File: config.mk
export PLATFORM = sky130hd
export DESIGN_NAME = nfc_op_seq_flat
export DESIGN_NICKNAME = d
export VERILOG_FILES = /design/src/rtl/nfc_op_seq_pkg.sv /design/src/rtl/nfc_op_seq_if.sv /design/src/rtl/nfc_op_seq_rb_sync.sv /design/src/rtl/nfc_op_seq.sv /design/src/flat_wrapper.sv
export SDC_FILE = /design/constraint.sdc
export NUM_CORES = 1
export LEC_CHECK = 0
export BUFFER_PORTS_ARGS = -buffer_cell sky130_fd_sc_hd__buf_2
export CORE_UTILIZATION = 45
export CTS_CLUSTER_DIAMETER = 40
export DETAILED_ROUTE_END_ITERATION = 7
export GPL_TIMING_DRIVEN = 0
export PLACE_DENSITY = 0.7
export SYNTH_ARGS = -nofsm -noshare
export SYNTH_HDL_FRONTEND = slang
export SYNTH_HIERARCHICAL = 1
export SYNTH_SLANG_ARGS = --single-unit
File: constraint.sdc
create_clock -name clk -period 4.2 [get_ports clk]
set_input_delay 0.21 -clock clk [delete_from_list [all_inputs] [get_ports clk]]
set_output_delay 0.21 -clock clk [all_outputs]
set_load 0.1 [all_outputs]
File: src/rtl/nfc_op_seq_pkg.sv
// Shared definitions for the NAND operation sequencer slice.
// Holds default widths, operation type codes, the ONFI default command bytes
// and the sequencer state encoding used by nfc_op_seq and its interface.
package nfc_op_seq_pkg;

  localparam int SFR_WID_DEF = 8;   // command byte width
  localparam int DAT_WID     = 14;  // data byte/word count width
  localparam int ADDR_WID    = 32;  // column / row address width
  localparam int ACNT_WID    = 6;   // packed column/row address cycle counts

  typedef enum logic [1:0] {
    OP_READ  = 2'd0,
    OP_PROG  = 2'd1,
    OP_ERASE = 2'd2,
    OP_STAT  = 2'd3
  } op_type_e;

  // Default command bytes; software normally programs these into op_cmd1/2.
  localparam logic [7:0] CMD_READ1  = 8'h00;
  localparam logic [7:0] CMD_READ2  = 8'h30;
  localparam logic [7:0] CMD_PROG1  = 8'h80;
  localparam logic [7:0] CMD_PROG2  = 8'h10;
  localparam logic [7:0] CMD_ERASE1 = 8'h60;
  localparam logic [7:0] CMD_ERASE2 = 8'hD0;
  localparam logic [7:0] CMD_STATUS = 8'h70;

  typedef enum logic [3:0] {
    ST_IDLE    = 4'd0,
    ST_CMD1    = 4'd1,
    ST_ADDR    = 4'd2,
    ST_WDAT    = 4'd3,
    ST_CMD2    = 4'd4,
    ST_TWB     = 4'd5,
    ST_WAIT_RB = 4'd6,
    ST_RDAT    = 4'd7,
    ST_DONE    = 4'd8
  } state_e;

endpackage

File: src/rtl/nfc_op_seq_if.sv
// Phase strobe bus between the operation sequencer and nfc_if.
// master: sequencer drives cmd/addr/data phase strobes and latched operands,
//         receives the per-phase done pulses. slave: the nfc_if side.
interface nfc_op_seq_if
  import nfc_op_seq_pkg::*;
#(
  parameter int SFR_WID = SFR_WID_DEF
);

  logic                nfc_cmd_en;
  logic [SFR_WID-1:0]  nfc_if_cmd;
  logic                nfc_addr_en;
  logic [ADDR_WID-1:0] nfc_col_addr;
  logic [ADDR_WID-1:0] nfc_row_addr;
  logic [ACNT_WID-1:0] nfc_addr_cnt;
  logic                nfc_dat_en;
  logic                nfc_dat_dir;
  logic [DAT_WID-1:0]  nfc_dat_cnt;
  logic                nfif_cmd_done;
  logic                nfif_addr_done;
  logic                nfif_dat_done;

  modport master (
    output nfc_cmd_en, nfc_if_cmd, nfc_addr_en, nfc_col_addr, nfc_row_addr,
           nfc_addr_cnt, nfc_dat_en, nfc_dat_dir, nfc_dat_cnt,
    input  nfif_cmd_done, nfif_addr_done, nfif_dat_done
  );

  modport slave (
    input  nfc_cmd_en, nfc_if_cmd, nfc_addr_en, nfc_col_addr, nfc_row_addr,
           nfc_addr_cnt, nfc_dat_en, nfc_dat_dir, nfc_dat_cnt,
    output nfif_cmd_done, nfif_addr_done, nfif_dat_done
  );

endinterface

File: src/rtl/nfc_op_seq_rb_sync.sv
// Ready/busy synchroniser plus shared tWB / busy-timeout counter.
// Latency: nf_rb reaches rb_ok after 2 clk; counter outputs are combinational.
// Backpressure: none; the counter simply follows the in_twb/in_wait phase.
// Ports: nf_rb (async pin), cnt_clr (phase change), in_twb/in_wait (phase),
//        twb_end (tWB elapsed), rb_ok (ready seen while waiting), rb_to (timeout).
module nfc_op_seq_rb_sync #(
  parameter int TWB_CYC = 8,
  parameter int TO_WID  = 20
) (
  input  logic clk,
  input  logic rst_n,
  input  logic nf_rb,
  input  logic cnt_clr,
  input  logic in_twb,
  input  logic in_wait,
  output logic twb_end,
  output logic rb_ok,
  output logic rb_to
);

  logic              rb_m;
  logic              rb_s;
  logic [TO_WID-1:0] cnt_q;

  // cnt_q holds the number of cycles spent in the current phase, counting the
  // present one: it loads 1 on the phase-change edge. This makes twb_end and
  // rb_to fall exactly TWB_CYC and 2^TO_WID-1 cycles after phase entry.
  always_ff @(posedge clk or negedge rst_n) begin
    if (!rst_n) begin
      rb_m  <= 1'b1;
      rb_s  <= 1'b1;
      cnt_q <= '0;
    end else begin
      rb_m <= nf_rb;
      rb_s <= rb_m;
      if (cnt_clr) begin
        cnt_q <= TO_WID'(1);
      end else if ((in_twb || in_wait) && !(&cnt_q)) begin
        cnt_q <= cnt_q + 1'b1;
      end
    end
  end

  assign twb_end = in_twb && (cnt_q == TO_WID'(TWB_CYC));
  assign rb_ok   = in_wait && rb_s;
  assign rb_to   = in_wait && (&cnt_q);

endmodule

File: src/rtl/nfc_op_seq.sv
// Sequences one page read/program, block erase or status op into nfc_if phases.
// Latency: cmd strobe 1 clk after op_start; each phase advances on its done pulse.
// Backpressure: op_start ignored unless IDLE; phases wait on nfif_*_done / rb.
// Ports: op_* request from SFR block, nf_rb flash ready/busy pin, nfc (master
//        modport) phase strobes to nfc_if, op_busy/op_done/op_err status.
module nfc_op_seq
  import nfc_op_seq_pkg::*;
#(
  parameter int SFR_WID = SFR_WID_DEF,
  parameter int TWB_CYC = 8,
  parameter int TO_WID  = 20
) (
  input  logic                clk,
  input  logic                rst_n,
  input  logic                op_start,
  input  logic [1:0]          op_type,
  input  logic [SFR_WID-1:0]  op_cmd1,
  input  logic [SFR_WID-1:0]  op_cmd2,
  input  logic [ADDR_WID-1:0] op_col_addr,
  input  logic [ADDR_WID-1:0] op_row_addr,
  input  logic [ACNT_WID-1:0] op_addr_cnt,
  input  logic [DAT_WID-1:0]  op_dat_cnt,
  input  logic                nf_rb,
  nfc_op_seq_if.master        nfc,
  output logic                op_busy,
  output logic                op_done,
  output logic                op_err
);

  state_e              state_q, state_d;
  op_type_e            type_q, type_d;
  logic [SFR_WID-1:0]  cmd_q, cmd_d, cmd2_q, cmd2_d;
  logic [ADDR_WID-1:0] col_q, col_d, row_q, row_d;
  logic [ACNT_WID-1:0] acnt_q, acnt_d;
  logic [DAT_WID-1:0]  dcnt_q, dcnt_d;
  logic cmd_en_q, cmd_en_d, addr_en_q, addr_en_d, dat_en_q, dat_en_d;
  logic dir_q, dir_d, busy_q, busy_d, done_q, done_d, err_q, err_d;
  logic twb_end, rb_ok, rb_to;

  nfc_op_seq_rb_sync #(
    .TWB_CYC (TWB_CYC),
    .TO_WID  (TO_WID)
  ) u_rb_sync (
    .clk     (clk),
    .rst_n   (rst_n),
    .nf_rb   (nf_rb),
    .cnt_clr (state_d != state_q),
    .in_twb  (state_q == ST_TWB),
    .in_wait (state_q == ST_WAIT_RB),
    .twb_end (twb_end),
    .rb_ok   (rb_ok),
    .rb_to   (rb_to)
  );

  always_ff @(posedge clk or negedge rst_n) begin
    if (!rst_n) begin
      state_q   <= ST_IDLE;
      type_q    <= OP_READ;
      cmd_q     <= '0;
      cmd2_q    <= '0;
      col_q     <= '0;
      row_q     <= '0;
      acnt_q    <= '0;
      dcnt_q    <= '0;
      cmd_en_q  <= 1'b0;
      addr_en_q <= 1'b0;
      dat_en_q  <= 1'b0;
      dir_q     <= 1'b0;
      busy_q    <= 1'b0;
      done_q    <= 1'b0;
      err_q     <= 1'b0;
    end else begin
      state_q   <= state_d;
      type_q    <= type_d;
      cmd_q     <= cmd_d;
      cmd2_q    <= cmd2_d;
      col_q     <= col_d;
      row_q     <= row_d;
      acnt_q    <= acnt_d;
      dcnt_q    <= dcnt_d;
      cmd_en_q  <= cmd_en_d;
      addr_en_q <= addr_en_d;
      dat_en_q  <= dat_en_d;
      dir_q     <= dir_d;
      busy_q    <= busy_d;
      done_q    <= done_d;
      err_q     <= err_d;
    end
  end

  // Strobes are registered: each is raised on the edge that enters its state,
  // so cmd/addr strobes last exactly one cycle and dat_en spans the phase.
  always_comb begin
    state_d   = state_q;
    type_d    = type_q;
    cmd_d     = cmd_q;
    cmd2_d    = cmd2_q;
    col_d     = col_q;
    row_d     = row_q;
    acnt_d    = acnt_q;
    dcnt_d    = dcnt_q;
    cmd_en_d  = 1'b0;
    addr_en_d = 1'b0;
    dat_en_d  = dat_en_q;
    dir_d     = dir_q;
    busy_d    = busy_q;
    done_d    = 1'b0;
    err_d     = err_q;
    case (state_q)
      ST_IDLE: if (op_start) begin
        type_d   = op_type_e'(op_type);
        cmd_d    = op_cmd1;
        cmd2_d   = op_cmd2;
        col_d    = op_col_addr;
        row_d    = op_row_addr;
        acnt_d   = op_addr_cnt;
        dcnt_d   = op_dat_cnt;
        cmd_en_d = 1'b1;
        busy_d   = 1'b1;
        err_d    = 1'b0;
        state_d  = ST_CMD1;
      end
      ST_CMD1: if (nfc.nfif_cmd_done) begin
        if (type_q == OP_STAT) begin
          dat_en_d = 1'b1;
          dir_d    = 1'b0;
          state_d  = ST_RDAT;
        end else begin
          addr_en_d = 1'b1;
          state_d   = ST_ADDR;
        end
      end
      ST_ADDR: if (nfc.nfif_addr_done) begin
        if (type_q == OP_PROG) begin
          dat_en_d = 1'b1;
          dir_d    = 1'b1;
          state_d  = ST_WDAT;
        end else begin
          cmd_d    = cmd2_q;
          cmd_en_d = 1'b1;
          state_d  = ST_CMD2;
        end
      end
      ST_WDAT: if (nfc.nfif_dat_done) begin
        dat_en_d = 1'b0;
        cmd_d    = cmd2_q;
        cmd_en_d = 1'b1;
        state_d  = ST_CMD2;
      end
      ST_CMD2: if (nfc.nfif_cmd_done) state_d = ST_TWB;
      ST_TWB:  if (twb_end) state_d = ST_WAIT_RB;
      ST_WAIT_RB: begin
        // Ready wins over a timeout landing in the same cycle.
        if (rb_ok) begin
          if (type_q == OP_READ) begin
            dat_en_d = 1'b1;
            dir_d    = 1'b0;
            state_d  = ST_RDAT;
          end else begin
            done_d  = 1'b1;
            state_d = ST_DONE;
          end
        end else if (rb_to) begin
          err_d   = 1'b1;
          done_d  = 1'b1;
          state_d = ST_DONE;
        end
      end
      ST_RDAT: if (nfc.nfif_dat_done) begin
        dat_en_d = 1'b0;
        done_d   = 1'b1;
        state_d  = ST_DONE;
      end
      ST_DONE: begin
        busy_d  = 1'b0;
        state_d = ST_IDLE;
      end
      default: state_d = ST_IDLE;
    endcase
  end

  assign nfc.nfc_cmd_en   = cmd_en_q;
  assign nfc.nfc_if_cmd   = cmd_q;
  assign nfc.nfc_addr_en  = addr_en_q;
  assign nfc.nfc_col_addr = col_q;
  assign nfc.nfc_row_addr = row_q;
  assign nfc.nfc_addr_cnt = acnt_q;
  assign nfc.nfc_dat_en   = dat_en_q;
  assign nfc.nfc_dat_dir  = dir_q;
  assign nfc.nfc_dat_cnt  = dcnt_q;
  assign op_busy          = busy_q;
  assign op_done          = done_q;
  assign op_err           = err_q;

endmodule

File: src/flat_wrapper.sv
// flat-port wrapper written by rule: the top's interface ports become plain ports
module nfc_op_seq_flat import nfc_op_seq_pkg::*;
#(
  parameter int SFR_WID = SFR_WID_DEF,
  parameter int TWB_CYC = 8,
  parameter int TO_WID  = 20
)
  (clk, rst_n, op_start, op_type, op_cmd1, op_cmd2, op_col_addr, op_row_addr, op_addr_cnt, op_dat_cnt, nf_rb, op_busy, op_done, op_err, nfc_nfc_cmd_en, nfc_nfc_if_cmd, nfc_nfc_addr_en, nfc_nfc_col_addr, nfc_nfc_row_addr, nfc_nfc_addr_cnt, nfc_nfc_dat_en, nfc_nfc_dat_dir, nfc_nfc_dat_cnt, nfc_nfif_cmd_done, nfc_nfif_addr_done, nfc_nfif_dat_done);
  nfc_op_seq_if #(.SFR_WID(SFR_WID)) nfc_i ();
  input  logic clk;
  input  logic rst_n;
  input  logic op_start;
  input  logic [1:0] op_type;
  input  logic [SFR_WID-1:0] op_cmd1;
  input  logic [SFR_WID-1:0] op_cmd2;
  input  logic [ADDR_WID-1:0] op_col_addr;
  input  logic [ADDR_WID-1:0] op_row_addr;
  input  logic [ACNT_WID-1:0] op_addr_cnt;
  input  logic [DAT_WID-1:0] op_dat_cnt;
  input  logic nf_rb;
  output logic op_busy;
  output logic op_done;
  output logic op_err;
  output wire logic [$bits(nfc_i.nfc_cmd_en)-1:0] nfc_nfc_cmd_en;
  output wire logic [$bits(nfc_i.nfc_if_cmd)-1:0] nfc_nfc_if_cmd;
  output wire logic [$bits(nfc_i.nfc_addr_en)-1:0] nfc_nfc_addr_en;
  output wire logic [$bits(nfc_i.nfc_col_addr)-1:0] nfc_nfc_col_addr;
  output wire logic [$bits(nfc_i.nfc_row_addr)-1:0] nfc_nfc_row_addr;
  output wire logic [$bits(nfc_i.nfc_addr_cnt)-1:0] nfc_nfc_addr_cnt;
  output wire logic [$bits(nfc_i.nfc_dat_en)-1:0] nfc_nfc_dat_en;
  output wire logic [$bits(nfc_i.nfc_dat_dir)-1:0] nfc_nfc_dat_dir;
  output wire logic [$bits(nfc_i.nfc_dat_cnt)-1:0] nfc_nfc_dat_cnt;
  input wire logic [$bits(nfc_i.nfif_cmd_done)-1:0] nfc_nfif_cmd_done;
  input wire logic [$bits(nfc_i.nfif_addr_done)-1:0] nfc_nfif_addr_done;
  input wire logic [$bits(nfc_i.nfif_dat_done)-1:0] nfc_nfif_dat_done;
  assign nfc_nfc_cmd_en = nfc_i.nfc_cmd_en;
  assign nfc_nfc_if_cmd = nfc_i.nfc_if_cmd;
  assign nfc_nfc_addr_en = nfc_i.nfc_addr_en;
  assign nfc_nfc_col_addr = nfc_i.nfc_col_addr;
  assign nfc_nfc_row_addr = nfc_i.nfc_row_addr;
  assign nfc_nfc_addr_cnt = nfc_i.nfc_addr_cnt;
  assign nfc_nfc_dat_en = nfc_i.nfc_dat_en;
  assign nfc_nfc_dat_dir = nfc_i.nfc_dat_dir;
  assign nfc_nfc_dat_cnt = nfc_i.nfc_dat_cnt;
  assign nfc_i.nfif_cmd_done = nfc_nfif_cmd_done;
  assign nfc_i.nfif_addr_done = nfc_nfif_addr_done;
  assign nfc_i.nfif_dat_done = nfc_nfif_dat_done;
  nfc_op_seq #(.SFR_WID(SFR_WID), .TWB_CYC(TWB_CYC), .TO_WID(TO_WID)) u_core (.clk(clk), .rst_n(rst_n), .op_start(op_start), .op_type(op_type), .op_cmd1(op_cmd1), .op_cmd2(op_cmd2), .op_col_addr(op_col_addr), .op_row_addr(op_row_addr), .op_addr_cnt(op_addr_cnt), .op_dat_cnt(op_dat_cnt), .nf_rb(nf_rb), .nfc(nfc_i), .op_busy(op_busy), .op_done(op_done), .op_err(op_err));
endmodule
# Word-level counts from Yosys, hierarchy flattened
# Index checks and enable logic that the tools add are counted.
# classes
n_mux,51
n_reduce_logical,22
n_eq_ne,24
addsub,1
# op_table
operator,count
$mux W20,2
$mux W4,10
$mux W8,4
$pmux W4 S8,1
$mux W1,25
$pmux W8 S3,1
$add A20 B1 Y20 const B,1
$eq A20 B4 Y1 const B,1
$reduce_and A20 Y1,1
$eq A4 B3 Y1 const B,4
$ne A2 B1 Y1 const B,6
$ne A2 B2 Y1 const B,6
$eq A4 B2 Y1 const B,2
$reduce_and A8 Y1,1
$reduce_and A7 Y1,1
$mux W3,2
$pmux W1 S2,3
$pmux W1 S3,2
$reduce_bool A2 Y1,3
$reduce_bool A3 Y1,2
$reduce_and A5 Y1,1
$eq A4 B1 Y1 const B,1
$eq A4 B4 Y1 const B,1
$logic_and A1 B1 Y1,4
12 further kinds,13
# totals
ff_bits,135
input_bits,109
wordCells,116

# Depth between registers and ports, before layout
# Gate-level depths: netlist of the first run.
# logic_depth
depth_word,7
depth_mapped,14

# By module
# The synthesis of the first run kept the hierarchy.
# by_module_without_submodules
mod,area_each_um2,cells_per_inst,n_inst
nfc_op_seq,4564.4,325,1
nfc_op_seq_rb_sync,1285.0,136,1

# Worst setup path before layout of the first run
# No wires, ideal clock.
# synth_path
path_kind,reg2reg
startpoint,register u_core.u_rb_sync.cnt_q[8]
endpoint,register u_core.u_rb_sync.cnt_q[1]
arrival_time_ps,3149
path_slack_ps,977
stages_incl_launch_ff,12
t_required_ps,4126
period_less_slack_ps,3223
n_path_buf,2
path_cell_list,dfrtp_1 > nand4_1 > or4_4 > nor3_1 > or2_2 > a21oi_1 > or4_4 > xnor2_1 > or4_1 > clkbuf_1 > buf_1 > a21oi_2
# synth_via
elab_chain_len,7
elab_cells_between_ends,13
cone_classes,2 x eq/ne; 5 x mux; 6 x reduce/logical
# synth_rtl
element,line_no,source
"start, declared",nfc_op_seq_rb_sync.sv:23,logic [TO_WID-1:0] cnt_q;
"start signal, assigned",nfc_op_seq_rb_sync.sv:39,cnt_q <= cnt_q + 1'b1;
$reduce_and A20 Y1 (*),nfc_op_seq_rb_sync.sv:46,assign rb_to = in_wait && (&cnt_q);
$logic_and A1 B1 Y1 (*),nfc_op_seq_rb_sync.sv:46,
net u_core.rb_to,nfc_op_seq.sv:38,"logic twb_end, rb_ok, rb_to;"
$mux W4 (*),nfc_op_seq.sv:163,end else if (rb_to) begin
$mux W4 (*),nfc_op_seq.sv:154,if (rb_ok) begin
$pmux W4 S8 (*),nfc_op_seq.sv:109,case (state_q)
net u_core.state_d[1],nfc_op_seq.sv:30,"state_e state_q, state_d;"
$ne A4 B4 Y1 (*),nfc_op_seq.sv:47,".cnt_clr (state_d != state_q),"
$mux W20 or $reduce_bool A2 Y1 (tied branches),-,
# Mark *: on every way through the listed nets, which the timed path passes. The rest lies on a longest branch.
# A chain may end at the register's enable or synchronous reset.

# Worst setup path after layout of the first run
# layout_path
startpoint,register u_core.state_q[0]
endpoint,register u_core.u_rb_sync.cnt_q[1]
# layout_via
elab_cells_between_ends,26
cone_classes,8 x eq/ne; 11 x mux; 7 x reduce/logical
# layout_lines
element,line_no,source
"start, declared",nfc_op_seq.sv:30,
"start signal, assigned",nfc_op_seq.sv:73,state_q <= state_d;
$eq A4 B3 Y1 (*),nfc_op_seq.sv:48,".in_twb (state_q == ST_TWB),"
$logic_and A1 B1 Y1 (*),nfc_op_seq_rb_sync.sv:44,assign twb_end = in_twb && (cnt_q == TO_WID'(TWB_CYC));
net u_core.twb_end,nfc_op_seq.sv:38,
$mux W4 (*),nfc_op_seq.sv:151,ST_TWB: if (twb_end) state_d = ST_WAIT_RB;
$pmux W4 S8 (*),nfc_op_seq.sv:109,
net u_core.state_d[1],nfc_op_seq.sv:30,
$ne A4 B4 Y1 (*),nfc_op_seq.sv:47,
$mux W20 or $reduce_bool A2 Y1 (tied branches),-,
# Marked as above.

==> results of run 1 <==
logic make-up after synthesis:
kind of cell,Yosys count
muxes,98
and+or+nand+nor,140
buffers and inverters,26
DFF,135
AOI/OAI and AO/OA,49
adders and majority gates,2
xor gates and xnor gates,11
flip-flops by register name (all words and copies together), names as in the netlist, 2 cells and up:
signal and count:
u_core/nfc.nfc_row_addr 32, u_core/nfc.nfc_if_cmd 8, u_core/nfc.nfc_dat_cnt 14, u_core/u_rb_sync/cnt_q 20, u_core/cmd2_q 8, u_core/nfc.nfc_addr_cnt 6
u_core/nfc.nfc_col_addr 32, u_core/type_q 2, u_core/state_q 4
through the flow:
step / std cells / worst slack (ps) / hold slack (ps) / cell area (sq um)
floorplan: 461 / 977 / -85.6 / 5850
global placement: 840 / 214 / 320 / 7100
detailed placement: 841 / 237 / 177 / 7130
CTS: 903 / 161 / 0.130 / 7990
global route: 903 / 102 / 2.40 / 7990
finish: 903 / 334 / 16.3 / 7990
layout make-up:
class	count	area, sq um
Fill cell	1013	4680
Sequential cell	135	3380
Multi-Input combinational cell	300	2350
Timing Repair Buffer	239	1380
Clock buffer	23	468
Tap cell	172	215
Buffer	18	91.3
Clock inverter	8	75.1
Inverter	8	30.0
placed cells by master (no fill, tap or decap), types with 3 or more instances in the layout:
| cell type | synthesis | routed |
|---|---|---|
| nor4_1 | 6 | 6 |
| nand3_1 | 6 | 6 |
| mux2_1 | 94 | 94 |
| nand2b_1 | 5 | 5 |
| a21oi_1 | 10 | 10 |
| clkinv_2 | 0 | 4 |
| clkbuf_16 | 0 | 17 |
| nor2_1 | 31 | 31 |
| nor3_1 | 12 | 11 |
| mux2_2 | 3 | 3 |
| xor2_1 | 4 | 4 |
| xnor2_1 | 7 | 7 |
| buf_2 | 14 | 220 |
| and2_1 | 6 | 6 |
| dfrtp_1 | 133 | 133 |
| a21oi_2 | 4 | 4 |
| nand4_1 | 11 | 11 |
| nor2b_1 | 8 | 8 |
| nand2_1 | 32 | 32 |
| dlygate4sd3_1 | 0 | 31 |
| a31oi_1 | 10 | 10 |
| o21ai_0 | 3 | 3 |
| clkbuf_1 | 1 | 4 |
| inv_1 | 6 | 6 |
critical path: stages (launching register included):
cell	delay, ps
dfrtp_1	460
buf_2	260
inv_2	90
nor3_1	360
nor4b_1	280
nand4_1	140
nor3_2	310
and3b_1	210
o21a_1	120
or4_4	130
xnor2_1	50
or4_1	630
clkbuf_2	280
buf_1	300
a21oi_2	170
timing repair:
action                                  4_1_cts  5_1_grt
gates resized for setup                       0        3
hold endpoints to repair                     76        0
hold buffers                                 31        0
endpoints found under the setup margin        0       10
worst paths after layout:
| check | end | slack, ps | cells past startpoint |
|---|---|---|---|
| worst max-delay path | u_core/u_rb_sync/cnt_q[1] | 330 | 14 |
| worst min-delay path | u_core/nfc.nfc_col_addr[5] | 20 | 2 |
| worst max register to register | u_core/u_rb_sync/cnt_q[1] | 330 | 14 |
| worst min register to register | u_core/u_rb_sync/rb_s | 360 | 0 |
| max in group asynchronous | u_core/type_q[0] | 3120 | 3 |
| min in group asynchronous | u_core/nfc.nfc_row_addr[5] | 310 | 2 |
Yosys cell counts (3+ instances only):
master	number	share of area
mux2_1	94	0.18
nor3_1	12	0.010
inv_1	6	0.0038
dfrtp_1	133	0.57
mux2_2	3	0.0058
nand3_1	6	0.0051
xnor2_1	7	0.010
nor4_1	6	0.0064
o21ai_0	3	0.0026
nand2_1	32	0.021
nor2b_1	8	0.0086
a21oi_1	10	0.0086
and2_1	6	0.0064
nor2_1	31	0.020
buf_2	14	0.012
a21oi_2	4	0.0060
nand4_1	11	0.012
xor2_1	4	0.0060
a31oi_1	10	0.011
nand2b_1	5	0.0053
metal layers:
metal,track usage,up-vias,wire (um)
li1,-,2170,-
met1,0.262,2264,5720
met2,0.390,194,7250
met3,0.0560,19,1020
met4,0.0752,0,206
met5,0,-,0
==> results.ini, run 1 <==
[routing]
drtPass1Iterations=4
drt_wl_total_um=14200
avgViaCountPerCell=5.15
post-route-drc-count=0
via_count=4647
wl_per_cell_um=15.7
antenna_left=0
drtIter0Drc=367

[place]
dpl.hpwl_um=10400
numPortBuffers=207
place_congestion=0.889

[clock_tree]
clkTransAtPathRegs_ps=50
worstSkewPairLatency_ps=410
tritoncts=built
postCtsSetupBuffers=0
htree_levels=4
cts-buffers-inserted=17
cts-root-buf=clkbuf_16
cts_buffer_depth=2
clock_sinks=135

[yosys]
ys_ff_latch=135
synth-adder-area-share=0.00428
synthFlopType=dfrtp_1
syn_avg_cell_area_sq_um=12.7
synth_nets=572
netlist_area_sq_um=5850
synth_xor_area_frac=0.0165
synthesis.instances=461
ys_warn_count=6
synthSimpleGateAreaFrac=0.133
synth_top_family_by_area=multiplexers
synthMuxAreaShare=0.188
synth_async_sr_flop_share=1.00
synth_compound_area_frac=0.0588
yosysSeqAreaShare=0.578
synth_edf_count=0
synth_cell_types=63

[die]
fp.dieArea_sq_um=13500
pin_count=208
start_util=0.462
die_y_um=116
fp.dieW_um=116
core_sq_um=12700
row_count=41

[sta]
slew_headroom=0.339
hold_viol=0
skew_ps=5.65
rsz0062_at_grt=no
max_slew.worst_pin.slew_ps=983
fin_crit_sh=0.920
layout_min_cycle_time_ps=3870
clock.fmax_mhz=259
finalSetupTns_ps=0
slew_viol_final=0
finalSetupViolations=0

[grt]
grt_max_degree=89
grt_overflow=0
grt_first_pass_wirelength_um=22900
antenna_found_initial=0
grt_pass1_vias=4672
grt_use_total=0.221

[final_layout]
drive_above_1_share=0.384
post-route-util=0.631
antenna_cells=0
areaGrowthSynthToFinish_pct=36.7
fin_nets=830

[worst_setup_path]
worstPathArrival_ps=4200
worstSetupPathType=register to register
cp.required_ps=4530
start_kind=register
worstReg2RegStart=u_core/state_q[0]
worstPathMaxFanout=10
crit_start=u_core/state_q[0]
end_kind=register

[hold_path]
min_from=op_col_addr[5]
min_path_type=input port to register

[run]
drv_cap=0

[status]
status=complete, no violations

Power of run 1 is left out: the tool's default activity adds up to more than one toggle a clock period on the data nets, which glitch-free logic cannot reach.
==> run 2: changes to the inputs <==
--- a/config.mk
+++ b/config.mk
@@ -6,11 +6,12 @@
 export NUM_CORES = 1
 export LEC_CHECK = 0
 export BUFFER_PORTS_ARGS = -buffer_cell sky130_fd_sc_hd__buf_2
+export CAP_MARGIN = 15
 export CORE_UTILIZATION = 45
 export CTS_CLUSTER_DIAMETER = 40
 export DETAILED_ROUTE_END_ITERATION = 7
 export GPL_TIMING_DRIVEN = 0
-export PLACE_DENSITY = 0.7
+export PLACE_DENSITY_LB_ADDON = 0.2
 export SYNTH_ARGS = -nofsm -noshare
 export SYNTH_HDL_FRONTEND = slang
 export SYNTH_HIERARCHICAL = 1
==> run 2 against run 1 <==
Compared with the run above:
- flip-flop and latch count stayed put
- critical endpoint is now u_core/u_rb_sync/cnt_q[5]
- maximum frequency decreased by 0.65%
- via count shrank 2.4%
- critical path depth unchanged
==> results.ini, run 2 (same netlist as run 1, synthesis figures left out) <==
[status]
status=complete, no violations  ; unchanged

[worst_setup_path]
end_kind=register  ; unchanged
worstReg2RegStart=u_core/state_q[0]  ; unchanged
worstPathMaxFanout=10  ; unchanged
start_kind=register  ; unchanged
cp.required_ps=4530  ; about the same
r2r_slack_ps=310  ; was 330 ps
rr_endpoint=u_core/u_rb_sync/cnt_q[5]  ; was u_core/u_rb_sync/cnt_q[1]
worstPathArrival_ps=4220  ; was 4200 ps
reg2reg_depth=14  ; unchanged
worstSetupPathType=register to register  ; unchanged
crit_start=u_core/state_q[0]  ; unchanged

[die]
die_y_um=116  ; unchanged
pin_count=208  ; unchanged
row_count=41  ; unchanged
start_util=0.462  ; unchanged
fp.dieArea_sq_um=13500  ; unchanged
core_sq_um=12700  ; unchanged
fp.dieW_um=116  ; unchanged

[clock_tree]
cts-root-buf=clkbuf_16  ; unchanged
htree_levels=4  ; unchanged
worstSkewPairLatency_ps=410  ; about the same
clkTransAtPathRegs_ps=50  ; about the same
clock_sinks=135  ; unchanged
cts_buffer_depth=2  ; unchanged
postCtsSetupBuffers=0  ; unchanged
cts-buffers-inserted=17  ; unchanged
tritoncts=built  ; unchanged

[final_layout]
areaGrowthSynthToFinish_pct=33.4  ; was 36.7%
mostFrequentLayoutCell=buf_2  ; unchanged
drive_above_1_share=0.399  ; was 0.384
antenna_cells=0  ; unchanged
layout_common_cells=buf_2 (220), dfrtp_1 (133), mux2_1 (94), nand2_1 (32), nor2_1 (31)  ; was buf_2 (220), dfrtp_1 (133), mux2_1 (94), nand2_1 (32)
fin_nets=807  ; was 830

[sta]
slew_viol_final=0  ; unchanged
rsz0062_at_grt=no  ; unchanged
hold_viol=0  ; unchanged
finalSetupViolations=0  ; unchanged
layout_min_cycle_time_ps=3890  ; was 3870 ps
max_slew.worst_pin.slew_ps=949  ; was 983 ps
fin_crit_sh=0.926  ; was 0.920
finalSetupTns_ps=0  ; unchanged
skew_ps=9.11  ; was 5.65 ps
slew_headroom=0.362  ; was 0.339
clock.fmax_mhz=257  ; was 259 MHz

[hold_path]
min_path_type=input port to register  ; unchanged
min_from=op_dat_cnt[1]  ; was op_col_addr[5]
min_path_cells=2  ; unchanged
worstHoldEndpoint=u_core/nfc.nfc_dat_cnt[1]  ; was u_core/nfc.nfc_col_addr[5]

[place]
place_congestion=0.898  ; was 0.889
dpl.hpwl_um=10500  ; was 10400 um
numPortBuffers=207  ; unchanged

[routing]
antenna_left=0  ; unchanged
drt_wl_total_um=13900  ; was 14200 um
post-route-drc-count=0  ; unchanged
drtIter0Drc=267  ; was 367
wl_per_cell_um=15.8  ; was 15.7 um
via_count=4535  ; was 4647
drtPass1Iterations=4  ; unchanged
avgViaCountPerCell=5.16  ; was 5.15

[grt]
grt_first_pass_wirelength_um=22500  ; was 22900 um
grt_overflow=0  ; unchanged
grt_use_total=0.222  ; was 0.221
antenna_found_initial=0  ; unchanged
grt_max_degree=79  ; was 89
grt_pass1_vias=4556  ; was 4672

[run]
drv_cap=0  ; unchanged

==> run 2: cell count changes in the layout (fill, tap and decap cells not counted) <==
| cell | before | now |
|---|---|---|
| clkinv_2 | 4 | 2 |
| dlygate4sd3_1 | 31 | 8 |
| clkbuf_1 | 4 | 2 |
| clkbuf_8 | 2 | 4 |
| bufinv_16 | 1 | 2 |
==> run 2: what timing repair did <==
item | 4_1_cts | 5_1_grt
endpoints found under the setup margin | 0 | 10
hold buffers | 6 | 2
gates resized for setup | 0 | 3
endpoints found under the hold margin | 62 | 2
==> run 2: layout make-up <==
class	count	area, sq um
clock inverters	7	95.1
well taps	172	215
repair buffers	216	1150
inverters	8	30.0
plain buffers	18	91.3
clock buffers	23	488
flip-flops and latches	135	3380
multi-input cells	300	2350
fillers	1051	4870
==> run 2: through the flow <==
stage	cells	utilization	area [sq um]	worst slack (ps)	hold slack [ps]
global route	879	0.616	7800	60.4	0.664
global placement	840	0.560	7100	170	319
detailed placement	841	0.563	7130	122	204
CTS	877	0.614	7780	105	0.0880
finish	879	0.616	7800	309	9.11
floorplan	461	-	5850	977	-85.6
==> run 2: worst max-delay path: stages (launching register included) <==
cell      delay (ps)
dfrtp_1          460
buf_2            260
inv_2            100
nor3_1           310
nor4b_1          270
nand4_1          140
nor3_2           300
and3b_1          210
o21a_1           130
or4_4            130
xnor2_1           60
or4_1            650
clkbuf_2         300
buf_1            320
nor2_1           190
==> run 2: metal layers <==
layer,global-route usage,vias up,routed length [um]
met2,0.387,191,6900
met3,0.0617,31,880
met4,0.102,0,351
met5,0,-,0
met1,0.254,2183,5790
li1,-,2130,-
==> run 2: worst max path at each step <==
stage | depth (start not counted) | endpoint | slack [ps]
6_report | 14 | u_core/u_rb_sync/cnt_q[5] | 310
5_1_grt | 14 | u_core/u_rb_sync/cnt_q[18] | 60
4_1_cts | 14 | u_core/u_rb_sync/cnt_q[5] | 110
3_5_place_dp | 14 | u_core/u_rb_sync/cnt_q[5] | 120
3_3_place_gp | 14 | u_core/u_rb_sync/cnt_q[1] | 170
2_1_floorplan | 11 | u_core/u_rb_sync/cnt_q[1] | 980
Power of run 2 is left out for the same reason.
